===== config.mk =====
export PLATFORM = sky130hd
export DESIGN_NAME = pipe_control_unit_flat
export DESIGN_NICKNAME = d
export VERILOG_FILES = /design/src/rtl/pipe_control_unit_if.sv /design/src/rtl/pipe_control_unit.sv /design/src/flat_wrapper.sv
export SDC_FILE = /design/constraint.sdc
export NUM_CORES = 1
export LEC_CHECK = 0
export ABC_AREA = 1
export CAP_MARGIN = 20
export CORE_MARGIN = 2
export CORE_UTILIZATION = 41
export DETAILED_ROUTE_END_ITERATION = 10
export PLACE_DENSITY = 0.77
export SYNTH_ARGS = -nofsm -noshare
export SYNTH_HDL_FRONTEND = slang
export SYNTH_SLANG_ARGS = --single-unit

===== constraint.sdc =====
create_clock -name clk -period 1.65 [get_ports clk]
set_clock_uncertainty 0.15 [all_clocks]
set_input_delay 0.2475 -clock clk [delete_from_list [all_inputs] [get_ports clk]]
set_output_delay 0.2475 -clock clk [all_outputs]
set_load 0.01 [all_outputs]

===== src/rtl/pipe_control_unit_if.sv =====
// Handshake bundle between the IF/ID register and the pipelined control unit.
// Master drives ID-stage fields and flush; slave returns stall and stage controls.
interface pipe_control_unit_if #(
    parameter int OP_W    = 6,
    parameter int RA_W    = 5,
    parameter int ALUOP_W = 2
);
    logic [OP_W-1:0]      op;
    logic                 id_valid;
    logic [RA_W-1:0]      id_rs;
    logic [RA_W-1:0]      id_rt;
    logic                 flush;
    logic                 stall;
    logic [ALUOP_W+1:0]   ex_ctrl;
    logic [RA_W-1:0]      ex_rt;
    logic [2:0]           mem_ctrl;
    logic [1:0]           wb_ctrl;
    logic                 illegal;

    modport master (
        output op, id_valid, id_rs, id_rt, flush,
        input  stall, ex_ctrl, ex_rt, mem_ctrl, wb_ctrl, illegal
    );

    modport slave (
        input  op, id_valid, id_rs, id_rt, flush,
        output stall, ex_ctrl, ex_rt, mem_ctrl, wb_ctrl, illegal
    );
endinterface


===== src/rtl/pipe_control_unit.sv =====
// Pipelined main decoder: decodes ID opcode, carries EX/M/WB controls
// through ID/EX, EX/MEM, MEM/WB, and raises a one-cycle load-use stall.
module pipe_control_unit #(
    parameter int OP_W      = 6,
    parameter int RA_W      = 5,
    parameter int ALUOP_W   = 2,
    parameter bit HAZARD_EN = 1'b1
) (
    input  logic               clk,
    input  logic               rst,
    pipe_control_unit_if.slave bus
);
    localparam int EX_W = ALUOP_W + 2;

    localparam logic [OP_W-1:0] OP_R    = OP_W'(6'b000000);
    localparam logic [OP_W-1:0] OP_LW   = OP_W'(6'b100011);
    localparam logic [OP_W-1:0] OP_SW   = OP_W'(6'b101011);
    localparam logic [OP_W-1:0] OP_BEQ  = OP_W'(6'b000100);
    localparam logic [OP_W-1:0] OP_ADDI = OP_W'(6'b001000);
    localparam logic [OP_W-1:0] OP_SLTI = OP_W'(6'b001010);

    logic [EX_W-1:0] dec_ex;
    logic [2:0]      dec_m;
    logic [1:0]      dec_wb;
    logic            dec_ill;

    logic [EX_W-1:0] ex_q;
    logic [RA_W-1:0] ex_rt_q;
    logic [2:0]      ex_m_q;
    logic [1:0]      ex_wb_q;
    logic            ill_q;
    logic [2:0]      mem_q;
    logic [1:0]      mem_wb_q;
    logic [1:0]      wb_q;
    logic            stall_c;

    // {RegDst, ALUOp, ALUSrc} | {Branch, MemRead, MemWrite} | {RegWrite, MemtoReg}
    always_comb begin
        dec_ex  = '0;
        dec_m   = '0;
        dec_wb  = '0;
        dec_ill = 1'b0;
        unique case (1'b1)
            (bus.op == OP_R): begin
                dec_ex = {1'b1, ALUOP_W'(2'b10), 1'b0};
                dec_wb = 2'b10;
            end
            (bus.op == OP_LW): begin
                dec_ex = {1'b0, ALUOP_W'(2'b00), 1'b1};
                dec_m  = 3'b010;
                dec_wb = 2'b11;
            end
            (bus.op == OP_SW): begin
                dec_ex = {1'b0, ALUOP_W'(2'b00), 1'b1};
                dec_m  = 3'b001;
            end
            (bus.op == OP_BEQ): begin
                dec_ex = {1'b0, ALUOP_W'(2'b01), 1'b0};
                dec_m  = 3'b100;
            end
            (bus.op == OP_ADDI): begin
                dec_ex = {1'b0, ALUOP_W'(2'b00), 1'b1};
                dec_wb = 2'b10;
            end
            (bus.op == OP_SLTI): begin
                dec_ex = {1'b0, ALUOP_W'(2'b11), 1'b1};
                dec_wb = 2'b10;
            end
            default: dec_ill = 1'b1;
        endcase
    end

    // Load in EX whose rt feeds the ID instruction; $0 never creates a hazard.
    always_comb begin
        stall_c = HAZARD_EN & bus.id_valid & ~bus.flush & ex_m_q[1]
                & (ex_rt_q != '0)
                & ((ex_rt_q == bus.id_rs) | (ex_rt_q == bus.id_rt));
    end

    always_ff @(posedge clk) begin
        if (rst) begin
            ex_q    <= '0;
            ex_rt_q <= '0;
            ex_m_q  <= '0;
            ex_wb_q <= '0;
            ill_q   <= 1'b0;
        end else if (bus.flush || !bus.id_valid) begin
            ex_q    <= '0;
            ex_rt_q <= '0;
            ex_m_q  <= '0;
            ex_wb_q <= '0;
            ill_q   <= 1'b0;
        end else if (stall_c) begin
            ex_q    <= '0;
            ex_rt_q <= bus.id_rt;
            ex_m_q  <= '0;
            ex_wb_q <= '0;
            ill_q   <= 1'b0;
        end else begin
            ex_q    <= dec_ex;
            ex_rt_q <= bus.id_rt;
            ex_m_q  <= dec_m;
            ex_wb_q <= dec_wb;
            ill_q   <= dec_ill;
        end
    end

    // MEM/WB is never flushed: the branch in MEM is committed.
    always_ff @(posedge clk) begin
        if (rst || bus.flush) begin
            mem_q    <= '0;
            mem_wb_q <= '0;
        end else begin
            mem_q    <= ex_m_q;
            mem_wb_q <= ex_wb_q;
        end
    end

    always_ff @(posedge clk) begin
        if (rst) begin
            wb_q <= '0;
        end else begin
            wb_q <= mem_wb_q;
        end
    end

    assign bus.stall    = stall_c;
    assign bus.ex_ctrl  = ex_q;
    assign bus.ex_rt    = ex_rt_q;
    assign bus.mem_ctrl = mem_q;
    assign bus.wb_ctrl  = wb_q;
    assign bus.illegal  = ill_q;
endmodule


===== src/flat_wrapper.sv =====
// flat-port wrapper written by rule: the top's interface ports become plain ports
module pipe_control_unit_flat 
#(
    parameter int OP_W      = 6,
    parameter int RA_W      = 5,
    parameter int ALUOP_W   = 2,
    parameter bit HAZARD_EN = 1'b1
)
  (clk, rst, bus_op, bus_id_valid, bus_id_rs, bus_id_rt, bus_flush, bus_stall, bus_ex_ctrl, bus_ex_rt, bus_mem_ctrl, bus_wb_ctrl, bus_illegal);
  pipe_control_unit_if #(.OP_W(OP_W), .RA_W(RA_W), .ALUOP_W(ALUOP_W)) bus_i ();
  input  logic clk;
  input  logic rst;
  input wire logic [$bits(bus_i.op)-1:0] bus_op;
  input wire logic [$bits(bus_i.id_valid)-1:0] bus_id_valid;
  input wire logic [$bits(bus_i.id_rs)-1:0] bus_id_rs;
  input wire logic [$bits(bus_i.id_rt)-1:0] bus_id_rt;
  input wire logic [$bits(bus_i.flush)-1:0] bus_flush;
  output wire logic [$bits(bus_i.stall)-1:0] bus_stall;
  output wire logic [$bits(bus_i.ex_ctrl)-1:0] bus_ex_ctrl;
  output wire logic [$bits(bus_i.ex_rt)-1:0] bus_ex_rt;
  output wire logic [$bits(bus_i.mem_ctrl)-1:0] bus_mem_ctrl;
  output wire logic [$bits(bus_i.wb_ctrl)-1:0] bus_wb_ctrl;
  output wire logic [$bits(bus_i.illegal)-1:0] bus_illegal;
  assign bus_i.op = bus_op;
  assign bus_i.id_valid = bus_id_valid;
  assign bus_i.id_rs = bus_id_rs;
  assign bus_i.id_rt = bus_id_rt;
  assign bus_i.flush = bus_flush;
  assign bus_stall = bus_i.stall;
  assign bus_ex_ctrl = bus_i.ex_ctrl;
  assign bus_ex_rt = bus_i.ex_rt;
  assign bus_mem_ctrl = bus_i.mem_ctrl;
  assign bus_wb_ctrl = bus_i.wb_ctrl;
  assign bus_illegal = bus_i.illegal;
  pipe_control_unit #(.OP_W(OP_W), .RA_W(RA_W), .ALUOP_W(ALUOP_W), .HAZARD_EN(HAZARD_EN)) u_core (.clk(clk), .rst(rst), .bus(bus_i));
endmodule

==> results of run 1 <==
cell families (layout without fill, tap and decap cells):
logic type / Yosys count / in the layout / share of synthesized area [%]
buffers and inverters: 31 / 77 / 14.0
xor gates and xnor gates: 2 / 2 / 2.04
DFF: 20 / 20 / 46.6
and+or+nand+nor: 76 / 76 / 37.3
cells in the final DEF (no fill, tap or decap), drive strengths merged:
master and count:
nor3 1, dlygate4sd2 10, nand3 4, nor3b 1, dlymetal6s2s 1, dfxtp 20, nand4 4, xnor2 2
clkbuf 3, buf 10, clkdlybuf4s50 23, nor2 37, nand2 29, inv 30
worst max-delay path, stage by stage (launching register included):
cell and delay, ns:
dfxtp_4 0.38, nor2_1 0.10, nor2_1 0.05, nor2_1 0.09, nand3_1 0.07, nand2_1 0.08
nand2_2 0.06, inv_1 0.04, buf_2 0.12
per-layer routing:
metal	global-route usage [%]	up-vias	part of all wire, %
met5	0	-	0
met4	10.6	0	1.9
met3	3.33	4	4.4
li1	-	467	-
met1	16.5	374	43
met2	32.9	24	50
final cells by class:
type	count	share of cell area, %
Tap cell	27	2.54
Multi-Input combinational cell	78	26.0
Inverter	30	8.47
Timing Repair Buffer	44	30.3
Clock buffer	3	1.69
Sequential cell	20	31.0
cells in the mapped netlist (all sizes together):
master  instances  share of area [%]
nor3            1               0.58
buf             1               0.87
nor2           37                 17
dfxtp          20                 47
xnor2           2                2.0
inv            30                 13
nor3b           1               0.87
nand2          29                 14
nand4           4                2.9
nand3           4                2.3
power by group through the flow:
| stage | clock [mW] | sequential [mW] | combinational [mW] |
|---|---|---|---|
| floorplan | 0 | 0.505 | 0.0440 |
| global placement | 0 | 0.503 | 0.123 |
| detailed placement | 0 | 0.503 | 0.125 |
| CTS | 0.218 | 0.492 | 0.120 |
| global route | 0.246 | 0.492 | 0.134 |
| finish | 0.210 | 0.491 | 0.121 |
registers in the layout (all words and copies together) (netlist names):
signal and cells:
u_core.mem_wb_q 2, u_core.bus.ex_ctrl 4, u_core.ex_wb_q 1, u_core.bus.wb_ctrl 2
u_core.bus.ex_rt 5, u_core.ex_m_q 3, u_core.bus.illegal 1, u_core.bus.mem_ctrl 2
what timing repair did:
action,in CTS,in global routing
pin swaps,4,6
resized for setup,23,6
endpoints found under the setup margin,5,2
setup buffers,1,1
path summary, 6_finish.rpt:
check	to	from	cells past startpoint
hold / removal	u_core.bus.ex_rt[0]	bus_id_rt[0]	3
setup reg to reg	u_core.bus.ex_ctrl[1]	u_core.bus.ex_rt[0]	10
hold reg to reg	u_core.bus.mem_ctrl[0]	u_core.ex_m_q[0]	2
setup / recovery	bus_stall	u_core.bus.ex_rt[0]	8
per-stage QoR:
step / setup WS (ns) / utilization [%] / instances / power (mW)
after global placement: -0.495 / 65.6 / 197 / 0.626
after global routing: -0.145 / 67.7 / 202 / 0.872
after floorplan: 0.307 / - / 129 / 0.549
after detailed placement: -0.544 / 65.6 / 197 / 0.629
final: -0.0219 / 67.7 / 202 / 0.822
after CTS: -0.0398 / 66.7 / 201 / 0.830
==> metrics.txt, run 1 <==
NetSw=roughly 180 uW; Synth Instances=129; layout cells sized above 1=roughly 17%; synthesis-to-layout area growth=54.8%; Reg clk slew, reported paths=0.10 ns; maximum VDD drop=0.504 mV; Switching Fraction=between 20 and 25%; failing checks=setup timing; number of remaining DRC errors=0; Clock Latency Late Sink=0.29 ns; CP Data Required Time=approximately 1.3 ns; # rows=16; relative slew slack=a little over four fifths; Synth Cell Area=858 sq um; Placer Congestion=slightly below 0.9; CP Max Fanout=6; chip width=around 50 um; fin area=1330 sq um; WL final=between 1500 and 2000 um; Syn Nets=149; status=complete, but fails checks; RSZ-0062 raised after global routing=yes; Iter 0 DRT Violations=5; Power Internal=638 uW; Leak=0.664 nW; wire per inst=about 9.3 um; worst slew pin tran=~0.23 ns; pin count of the biggest net entering global routing=11; starting density of the core=a little over two fifths; die height=approximately 50 um; Final TNS setup=-0.0219 ns; GRT Total Usage=17.2%; ANT nets after route=0; final setup fails=1; syn avg cell area=about 6.7 sq um; register share of total power=about three fifths; Max Slew Vio Count=0; type of the worst setup path=flop to output port; ANT cells=0; Sink Count=20; synth unique cells=14; FMAX=roughly 0.60 GHz; Yosys warnings=0; fin nets=approximately 200; FF+latch area=slightly above 400 sq um; Via Count=869; die area=between 2000 and 2500 sq um; Gate power share=between 10% and 20%; PortBufs=35; hold_ws=between 0.2 and 0.25 ns; Final Hold Fails=0; Final WS setup=-0.0219 ns; FF-to-FF setup slack=between 0.15 and 0.2 ns; Setup crit start kind=flop; arrival time worst endpoint=between 1 and 1.5 ns; part of the cycle the worst path needs=101%; DRT Pass-1 Iters=4; vias in the first global route=between 800 and 900; DP HPWL=~1500 um; TritonCTS buffer count=3; Root Buffer=clkbuf_4; grt ovf=0; first-pass GRT wire length=about 3300 um; hold buffer count at cts=0; MaxCap Viol Count=0; initial antenna violation count=0; Clock Power Share=between 20% and 30%; Worst Setup End Kind=output port; min cycle time layout=approximately 1.7 ns; pwr dens=between 600 and 700 nW/um^2; Top Ports=36; fill count=roughly 190; Post-Place Cell Area=roughly 1300 sq um; CTS HTree Levels=1; worst min path class=input port to flop; post-synthesis sequential area ratio=46.6%; vias per cell=roughly 4.3; CORE AREA=1960 sq um; CTS tree=built; CTS max path bufs=2; Multi-input gate area=between 300 and 400 sq um; register bit total from synthesis=20
No activity file was read; power rests on OpenSTA's default activity.
==> inputs of run 2 (changes only) <==
--- a/config.mk
+++ b/config.mk
@@ -9,6 +9,7 @@
 export CAP_MARGIN = 20
 export CORE_MARGIN = 2
 export CORE_UTILIZATION = 41
+export CTS_CLUSTER_SIZE = 30
 export DETAILED_ROUTE_END_ITERATION = 10
 export PLACE_DENSITY = 0.77
 export SYNTH_ARGS = -nofsm -noshare
==> results of run 2 <==
Final layout, timing and power as in run 1 (identical DEF).
